--- config.mk ---
export PLATFORM = sky130hd
export DESIGN_NAME = fp_div_seq
export DESIGN_NICKNAME = d
export VERILOG_FILES = /design/src/rtl/fpu_pkg.sv /design/src/rtl/fp_div_core.sv /design/src/rtl/fp_div_seq.sv
export SDC_FILE = /design/constraint.sdc
export NUM_CORES = 1
export LEC_CHECK = 0
export ABC_AREA = 1
export ABC_CLOCK_PERIOD_IN_PS = 12800
export CELL_PAD_IN_SITES_DETAIL_PLACEMENT = 1
export CELL_PAD_IN_SITES_GLOBAL_PLACEMENT = 2
export CORE_ASPECT_RATIO = 1.75
export CORE_MARGIN = 2
export CORE_UTILIZATION = 38
export DETAILED_ROUTE_END_ITERATION = 6
export GPL_TIMING_DRIVEN = 0
export PLACE_DENSITY_LB_ADDON = 0.05
export RECOVER_POWER = 100
export SYNTH_ARGS = -nofsm -noshare
export SYNTH_HDL_FRONTEND = slang
export SYNTH_SLANG_ARGS = --single-unit
--- constraint.sdc ---
create_clock -name CLK -period 12.8 [get_ports CLK]
set_input_delay 1.92 -clock CLK [delete_from_list [all_inputs] [get_ports CLK]]
set_output_delay 1.92 -clock CLK [all_outputs]
set_load 0.03 [all_outputs]
--- src/rtl/fpu_pkg.sv ---
// fpu_pkg: shared FPU field widths, rounding modes, operand classes.
// Imported by the multiplier and the sequential divider.
package fpu_pkg;
  localparam int EXP_W = 8;
  localparam int MAN_W = 23;
  localparam int BIAS  = 127;
  localparam int QW    = 26;

  localparam logic [1:0] RNE = 2'b00;
  localparam logic [1:0] RTZ = 2'b01;
  localparam logic [1:0] RUP = 2'b10;
  localparam logic [1:0] RDN = 2'b11;

  localparam logic [EXP_W-1:0] EXP_INF  = '1;
  localparam logic [MAN_W-1:0] MAN_QNAN = {1'b1, {(MAN_W-1){1'b0}}};
  localparam logic [EXP_W-1:0] EXP_MAXF = {{(EXP_W-1){1'b1}}, 1'b0};
  localparam logic [MAN_W-1:0] MAN_MAXF = '1;

  typedef enum logic [2:0] {ZERO, NORM, INF, QNAN, SNAN} fp_class_e;

  typedef enum logic [2:0] {IDLE, UNPACK, DIV, ROUND, DONE} div_state_e;

  typedef struct packed {
    logic             sgn;
    logic [EXP_W-1:0] exp;
    logic [MAN_W-1:0] man;
    logic             invalid;
    logic             overflow;
    logic             underflow;
    logic             inexact;
    logic             zero;
  } fp_res_t;

  function automatic fp_class_e fp_class(
    input logic [EXP_W-1:0] e,
    input logic [MAN_W-1:0] m
  );
    fp_class_e c;
    c = NORM;
    if (e == '0)
      c = ZERO;
    else if (e == EXP_INF)
      c = (m == '0) ? INF : (m[MAN_W-1] ? QNAN : SNAN);
    return c;
  endfunction
endpackage

--- src/rtl/fp_div_core.sv ---
// fp_div_core: radix-2 restoring divider datapath for fp_div_seq.
// One quotient bit per enabled cycle; sticky is the final remainder.
module fp_div_core
  import fpu_pkg::*;
(
  input  logic             clk,
  input  logic             rst_n,
  input  logic             load,
  input  logic             en,
  input  logic [MAN_W+1:0] dividend,
  input  logic [MAN_W:0]   divisor,
  output logic [QW-1:0]    quotient,
  output logic             sticky,
  output logic             done
);
  localparam int CW = $clog2(QW);
  localparam logic [CW-1:0] CNT_INIT = CW'(QW - 1);

  logic [MAN_W+1:0] rem;
  logic [MAN_W:0]   dsr;
  logic [CW-1:0]    cnt;
  logic [MAN_W+2:0] diff;
  logic             borrow;

  assign diff   = {1'b0, rem} - {2'b00, dsr};
  assign borrow = diff[MAN_W+2];
  assign sticky = |rem;
  assign done   = (cnt == '0);

  always_ff @(posedge clk or negedge rst_n) begin
    if (!rst_n) begin
      rem      <= '0;
      dsr      <= '0;
      cnt      <= '0;
      quotient <= '0;
    end else if (load) begin
      rem      <= dividend;
      dsr      <= divisor;
      cnt      <= CNT_INIT;
      quotient <= '0;
    end else if (en) begin
      rem      <= borrow ? {rem[MAN_W:0], 1'b0}
                         : {diff[MAN_W:0], 1'b0};
      quotient <= {quotient[QW-2:0], ~borrow};
      if (!done)
        cnt <= cnt - 1'b1;
    end
  end
endmodule

--- src/rtl/fp_div_seq.sv ---
// fp_div_seq: iterative IEEE-754 single divider, X / Y, DAZ inputs.
// Define FP_DIV_DIVZERO_FLAG_EN to add the divzero_flag output.
module fp_div_seq
  import fpu_pkg::*;
(
  input  logic             CLK,
  input  logic             RST,
  input  logic             start,
  input  logic             Sx,
  input  logic             Sy,
  input  logic [EXP_W-1:0] Ex,
  input  logic [EXP_W-1:0] Ey,
  input  logic [MAN_W-1:0] Mx,
  input  logic [MAN_W-1:0] My,
  input  logic [1:0]       R_mode,
  output logic             busy,
  output logic             valid,
  output logic             Sz,
  output logic [EXP_W-1:0] Ez,
  output logic [MAN_W-1:0] Mz,
  output logic             invalid_flag,
  output logic             overflow_flag,
  output logic             underflow_flag,
  output logic             inexact_flag,
  output logic             zero_flag
`ifdef FP_DIV_DIVZERO_FLAG_EN
  ,
  output logic             divzero_flag
`endif
);
  localparam logic [EXP_W+1:0] BIAS_W = (EXP_W+2)'(BIAS);

  div_state_e       state;
  logic             sx_q;
  logic             sy_q;
  logic [EXP_W-1:0] ex_q;
  logic [EXP_W-1:0] ey_q;
  logic [MAN_W-1:0] mx_q;
  logic [MAN_W-1:0] my_q;
  logic [1:0]       rm_q;
  logic [EXP_W+1:0] exp_q;
  fp_res_t          res;

  logic             sgn;
  fp_class_e        cx;
  fp_class_e        cy;
  logic [MAN_W:0]   sig_x;
  logic [MAN_W:0]   sig_y;
  logic             shift;
  logic [MAN_W+1:0] dividend;
  logic [EXP_W+1:0] exp_un;

  assign sgn      = sx_q ^ sy_q;
  assign cx       = fp_class(ex_q, mx_q);
  assign cy       = fp_class(ey_q, my_q);
  assign sig_x    = {1'b1, mx_q};
  assign sig_y    = {1'b1, my_q};
  assign shift    = sig_x < sig_y;
  assign dividend = shift ? {sig_x, 1'b0} : {1'b0, sig_x};
  assign exp_un   = {2'b00, ex_q} - {2'b00, ey_q} + BIAS_W
                  - {{(EXP_W+1){1'b0}}, shift};

  logic    x_nan;
  logic    y_nan;
  logic    inv_op;
  logic    sp_any;
  logic    sp_divzero;
  fp_res_t sp_res;

  assign x_nan  = (cx == QNAN) || (cx == SNAN);
  assign y_nan  = (cy == QNAN) || (cy == SNAN);
  assign inv_op = (cx == SNAN) || (cy == SNAN)
               || (cx == ZERO && cy == ZERO)
               || (cx == INF && cy == INF);

  always_comb begin
    sp_res     = '0;
    sp_res.sgn = sgn;
    sp_any     = 1'b1;
    sp_divzero = 1'b0;
    priority case (1'b1)
      x_nan || y_nan || inv_op: begin
        sp_res.sgn     = 1'b0;
        sp_res.exp     = EXP_INF;
        sp_res.man     = MAN_QNAN;
        sp_res.invalid = inv_op;
      end
      cx == INF:  sp_res.exp  = EXP_INF;
      cy == INF:  sp_res.zero = 1'b1;
      cx == ZERO: sp_res.zero = 1'b1;
      cy == ZERO: begin
        sp_res.exp = EXP_INF;
        sp_divzero = 1'b1;
      end
      default: sp_any = 1'b0;
    endcase
  end

  logic [QW-1:0] quotient;
  logic          sticky;
  logic          core_done;

  fp_div_core u_core (
    .clk      (CLK),
    .rst_n    (RST),
    .load     (state == UNPACK && !sp_any),
    .en       (state == DIV),
    .dividend (dividend),
    .divisor  (sig_y),
    .quotient (quotient),
    .sticky   (sticky),
    .done     (core_done)
  );

  // quotient = 1.fff (24 bits) then guard and round
  logic [MAN_W:0]   sig_q;
  logic             g_bit;
  logic             r_bit;
  logic             inx;
  logic             up;
  logic [MAN_W+1:0] sig_rnd;
  logic [EXP_W+1:0] exp_rnd;
  logic             ovf;
  logic             unf;
  logic             unused_hidden;
  fp_res_t          rd_res;

  assign sig_q = quotient[QW-1:2];
  assign g_bit = quotient[1];
  assign r_bit = quotient[0];
  assign inx   = g_bit | r_bit | sticky;

  always_comb begin
    up = 1'b0;
    unique case (rm_q)
      RNE: up = g_bit & (r_bit | sticky | sig_q[0]);
      RTZ: up = 1'b0;
      RUP: up = ~sgn & inx;
      RDN: up = sgn & inx;
      default: up = 1'b0;
    endcase
  end

  assign sig_rnd = {1'b0, sig_q} + {{(MAN_W+1){1'b0}}, up};
  assign exp_rnd = exp_q + {{(EXP_W+1){1'b0}}, sig_rnd[MAN_W+1]};
  assign ovf     = ~exp_rnd[EXP_W+1]
                 & (exp_rnd[EXP_W:0] >= {1'b0, EXP_INF});
  assign unf     = exp_rnd[EXP_W+1] | (exp_rnd == '0);
  assign unused_hidden = sig_rnd[MAN_W];

  always_comb begin
    rd_res     = '0;
    rd_res.sgn = sgn;
    if (ovf) begin
      rd_res.overflow = 1'b1;
      rd_res.inexact  = 1'b1;
      if (rm_q == RTZ || (rm_q == RUP && sgn)
          || (rm_q == RDN && !sgn)) begin
        rd_res.exp = EXP_MAXF;
        rd_res.man = MAN_MAXF;
      end else begin
        rd_res.exp = EXP_INF;
      end
    end else if (unf) begin
      rd_res.underflow = 1'b1;
      rd_res.inexact   = 1'b1;
      rd_res.zero      = 1'b1;
    end else begin
      rd_res.exp     = exp_rnd[EXP_W-1:0];
      rd_res.man     = sig_rnd[MAN_W-1:0];
      rd_res.inexact = inx;
    end
  end

  always_ff @(posedge CLK or negedge RST) begin
    if (!RST) begin
      state          <= IDLE;
      busy           <= 1'b0;
      valid          <= 1'b0;
      sx_q           <= 1'b0;
      sy_q           <= 1'b0;
      ex_q           <= '0;
      ey_q           <= '0;
      mx_q           <= '0;
      my_q           <= '0;
      rm_q           <= RNE;
      exp_q          <= '0;
      res            <= '0;
      Sz             <= 1'b0;
      Ez             <= '0;
      Mz             <= '0;
      invalid_flag   <= 1'b0;
      overflow_flag  <= 1'b0;
      underflow_flag <= 1'b0;
      inexact_flag   <= 1'b0;
      zero_flag      <= 1'b0;
    end else begin
      valid <= 1'b0;
      unique case (state)
        IDLE: begin
          if (start) begin
            sx_q  <= Sx;
            sy_q  <= Sy;
            ex_q  <= Ex;
            ey_q  <= Ey;
            mx_q  <= Mx;
            my_q  <= My;
            rm_q  <= R_mode;
            busy  <= 1'b1;
            state <= UNPACK;
          end
        end
        UNPACK: begin
          exp_q <= exp_un;
          if (sp_any) begin
            res   <= sp_res;
            state <= DONE;
          end else begin
            state <= DIV;
          end
        end
        DIV: begin
          if (core_done)
            state <= ROUND;
        end
        ROUND: begin
          res   <= rd_res;
          state <= DONE;
        end
        DONE: begin
          valid          <= 1'b1;
          busy           <= 1'b0;
          Sz             <= res.sgn;
          Ez             <= res.exp;
          Mz             <= res.man;
          invalid_flag   <= res.invalid;
          overflow_flag  <= res.overflow;
          underflow_flag <= res.underflow;
          inexact_flag   <= res.inexact;
          zero_flag      <= res.zero;
          state          <= IDLE;
        end
        default: state <= IDLE;
      endcase
    end
  end

`ifdef FP_DIV_DIVZERO_FLAG_EN
  logic dz_q;

  always_ff @(posedge CLK or negedge RST) begin
    if (!RST) begin
      dz_q         <= 1'b0;
      divzero_flag <= 1'b0;
    end else begin
      if (state == UNPACK)
        dz_q <= sp_divzero;
      if (state == DONE)
        divzero_flag <= dz_q;
    end
  end
`else
  logic unused_divzero;
  assign unused_divzero = sp_divzero;
`endif
endmodule

==> summary.txt <==
Status
  • Outcome: finished with violations
  • Failing checks: capacitance limit, slew limit

GRT
  • First-pass GRT wire length: 74300 um
  • Vias in the first global route: 13900
  • Largest net degree at the start of global routing: 115
  • Initial antenna violation count: 0
  • GRT overflow: 0
  • GRT Util Overall: 24.7%

Logic synthesis
  • Yosys Warn Count: 0
  • Post-synth top cells: 568 x nand2_1, 235 x dfrtp_1, 207 x inv_1
  • Area of the mapped netlist: 0.0141 mm2
  • Yosys top cell by area: dfrtp_1
  • Syn Area/Cell: 7.54 um2
  • Post-synthesis async set-or-reset flop share: 100%
  • Yosys reg bits: 235
  • Most frequent cell after synthesis: nand2_1
  • Seq/Total Area, Yosys: 41.6%
  • Ys flop type: dfrtp_1
  • Syn nets: 2016
  • Distinct cells, synth: 45
  • Synth area leaders: dfrtp_1 42%, nand2_1 15%, ha_1 6.1%
  • Synth top area share: 41.6%
  • Synth Instances: 1875
  • Post-synth EDFFs: 0

Timing
  • Worst clock skew: 0.0116 ns
  • Fin. max-slew vios: 125
  • Worst setup margin: 5.18 ns
  • Unrepaired setup endpoints after global routing: no
  • Slew margin rel.: -249%
  • Period Utilization, post-route: 59.5%
  • Fmax: 131 MHz
  • Final setup fails: 0
  • Minimum clock period: 7.62 ns
  • Final hold viol count: 0
  • Least-Margin Pin Slew: 5.24 ns

Die
  • Chip height: 259 um
  • Core area: 0.0368 mm2
  • Die area: 0.0388 mm2
  • Std-Cell Rows: 93
  • Die width: 150 um
  • Initial Util: 38.4%
  • I/O pins: 108

Detailed routing
  • WL per Instance: 18.9 um
  • Drt drc: 0
  • Post-Route WL: 47400 um
  • Vias: 12800
  • DRT antenna net count: 0
  • Starting DRT DRC Count: 417
  • Drt pass-1 iters: 5
  • Via density: 5.11

Placement
  • DP Worst Slack: 6.73 ns
  • Placement Cell Area: 0.0159 mm2
  • IO Port Bufs: 107
  • Hpwl dp: 38500 um
  • Final RePlAce weighted congestion: 0.903
  • DP Cell Count: 2459

CTS
  • Post-CTS Setup Inserts: 0
  • CTS Hold Buffers Added: 0
  • H-tree depth: 1
  • CTS tree: done
  • Max Root-Sink Buffers: 3
  • CTS sink cnt: 235
  • Root Driver: clkbuf_16
  • Clock transition at path regs: 0.06 ns
  • PostCTS Resize Cnt: 0
  • Total clock buffers created by CTS: 25
  • Worst-Skew Late Latency: 0.55 ns

Setup path
  • Setup crit end kind: asynchronous set/reset pin
  • CP most frequent cell: clkbuf_1
  • WP data required: 12.20 ns
  • Worst Path Buf+Inv: 2
  • CP Cell Sequence: clkbuf_1, clkbuf_1
  • R2R setup slack: 6.59 ns
  • CP Class: input port to asynchronous set/reset pin
  • Setup crit start kind: input port
  • Top Family by Delay on Critical Path: buffers and inverters
  • Critical-path top delay cell: clkbuf_1
  • Max FO, Critical Path: 93
  • Worst path arrival time: 7.02 ns
  • CP max stage delay: 3.73 ns

Finish
  • Multi-input gate area: 0.00697 mm2
  • Nets: 2152
  • Register Area: 0.00588 mm2
  • Area added between synthesis and finish: 17.1%
  • Design area: 0.0166 mm2
  • Util after Layout: 45.0%
  • Share of layout cells above drive strength 1: 6.46%
  • Fillers: 4613
  • Antenna cells: 0
  • Non-Filler Instances: 2504

Power
  • Worst vdd ir: 0.143 mV
  • Leak Pwr: 8.32 nW
  • Power Density: 310 mW/mm2
  • Total power: 0.00513 W

Min path
  • Worst Hold Class: flip-flop to flip-flop

Job
  • Maxcap violations: 2
==> final cells by class <==
| cell class | instances | area share [%] |
|---|---|---|
| multi-input combinational | 1353 | 42.1 |
| clock buffer | 34 | 4.23 |
| tap | 475 | 3.59 |
| inverter | 220 | 5.00 |
| timing repair buffer | 109 | 6.62 |
| buffer | 67 | 2.00 |
| sequential | 235 | 35.5 |
| clock inverter | 11 | 0.900 |
==> where the power goes <==
part	internal [W]	total, W	switching, W	leakage (nW)
sequential	0.00105	0.00129	0.000235	2.94
combinational	0.00105	0.00308	0.00203	4.97
clock	0.000446	0.000767	0.000321	0.412
==> path summary, 6_finish.rpt <==
check	startpoint	to	depth (start not counted)
worst max-delay path	RST	Ez[7]	2
worst min-delay path	Ez[0]	Ez[0]	2
worst max register to register	sy_q	res[26]	30
worst min register to register	Ez[0]	Ez[0]	2
max in group CLK	sy_q	res[26]	30
min in group asynchronous	RST	Mz[12]	1
==> metrics by stage <==
stage,hold slack [ns],TNS [ns]
finish,0.466,0
global route,0.484,0
CTS,0.475,0
detailed placement,0.459,0
global placement,0.453,-120.68
floorplan,0.425,0
==> per-layer routing <==
layer	wire [um]	global-route usage, %	up-vias
li1	-	-	6339
met1	16500	23.6	6232
met2	28200	52.7	163
met3	978	2.02	69
met4	1720	8.78	0
met5	0	0	-
==> state kept, by name (all words and copies together), names as in the netlist, 2 cells and up <==
name	flops
u_core.quotient	26
u_core.rem	25
Ez	8
Mz	23
mx_q	23
exp_q	10
ey_q	8
my_q	23
u_core.cnt	5
state	3
rm_q	2
ex_q	8
res	37
u_core.dsr	24
==> cells by family (layout without fill, tap and decap cells) <==
logic type / count (synthesis) / after routing / share of synthesized area, %
AND/OR/NAND/NOR: 948 / 948 / 28.2
XOR/XNOR: 34 / 34 / 2.11
AO/OA/AOI/OAI: 272 / 272 / 10.8
multiplexers: 27 / 27 / 2.15
flip-flops: 235 / 235 / 41.6
buffers and inverters: 287 / 441 / 8.59
adder cells (fa/ha/maj): 72 / 72 / 6.54
==> cell usage in the layout, fill, tap and decap left out, types with 7 or more instances in the layout <==
cell type,instances
clkbuf_16,25
o21ai_2,12
ha_1,69
mux2_2,27
dfrtp_1,235
o21ai_0,123
xor2_1,30
buf_2,8
inv_2,10
nor3_1,26
buf_6,7
o22ai_1,29
nor2_1,150
clkdlybuf4s50_1,66
inv_1,208
a21oi_1,90
clkbuf_1,53
nand2_1,571
dlygate4sd3_1,40
nand4_1,34
nand3_1,136
(Power assumes the default switching activity.)
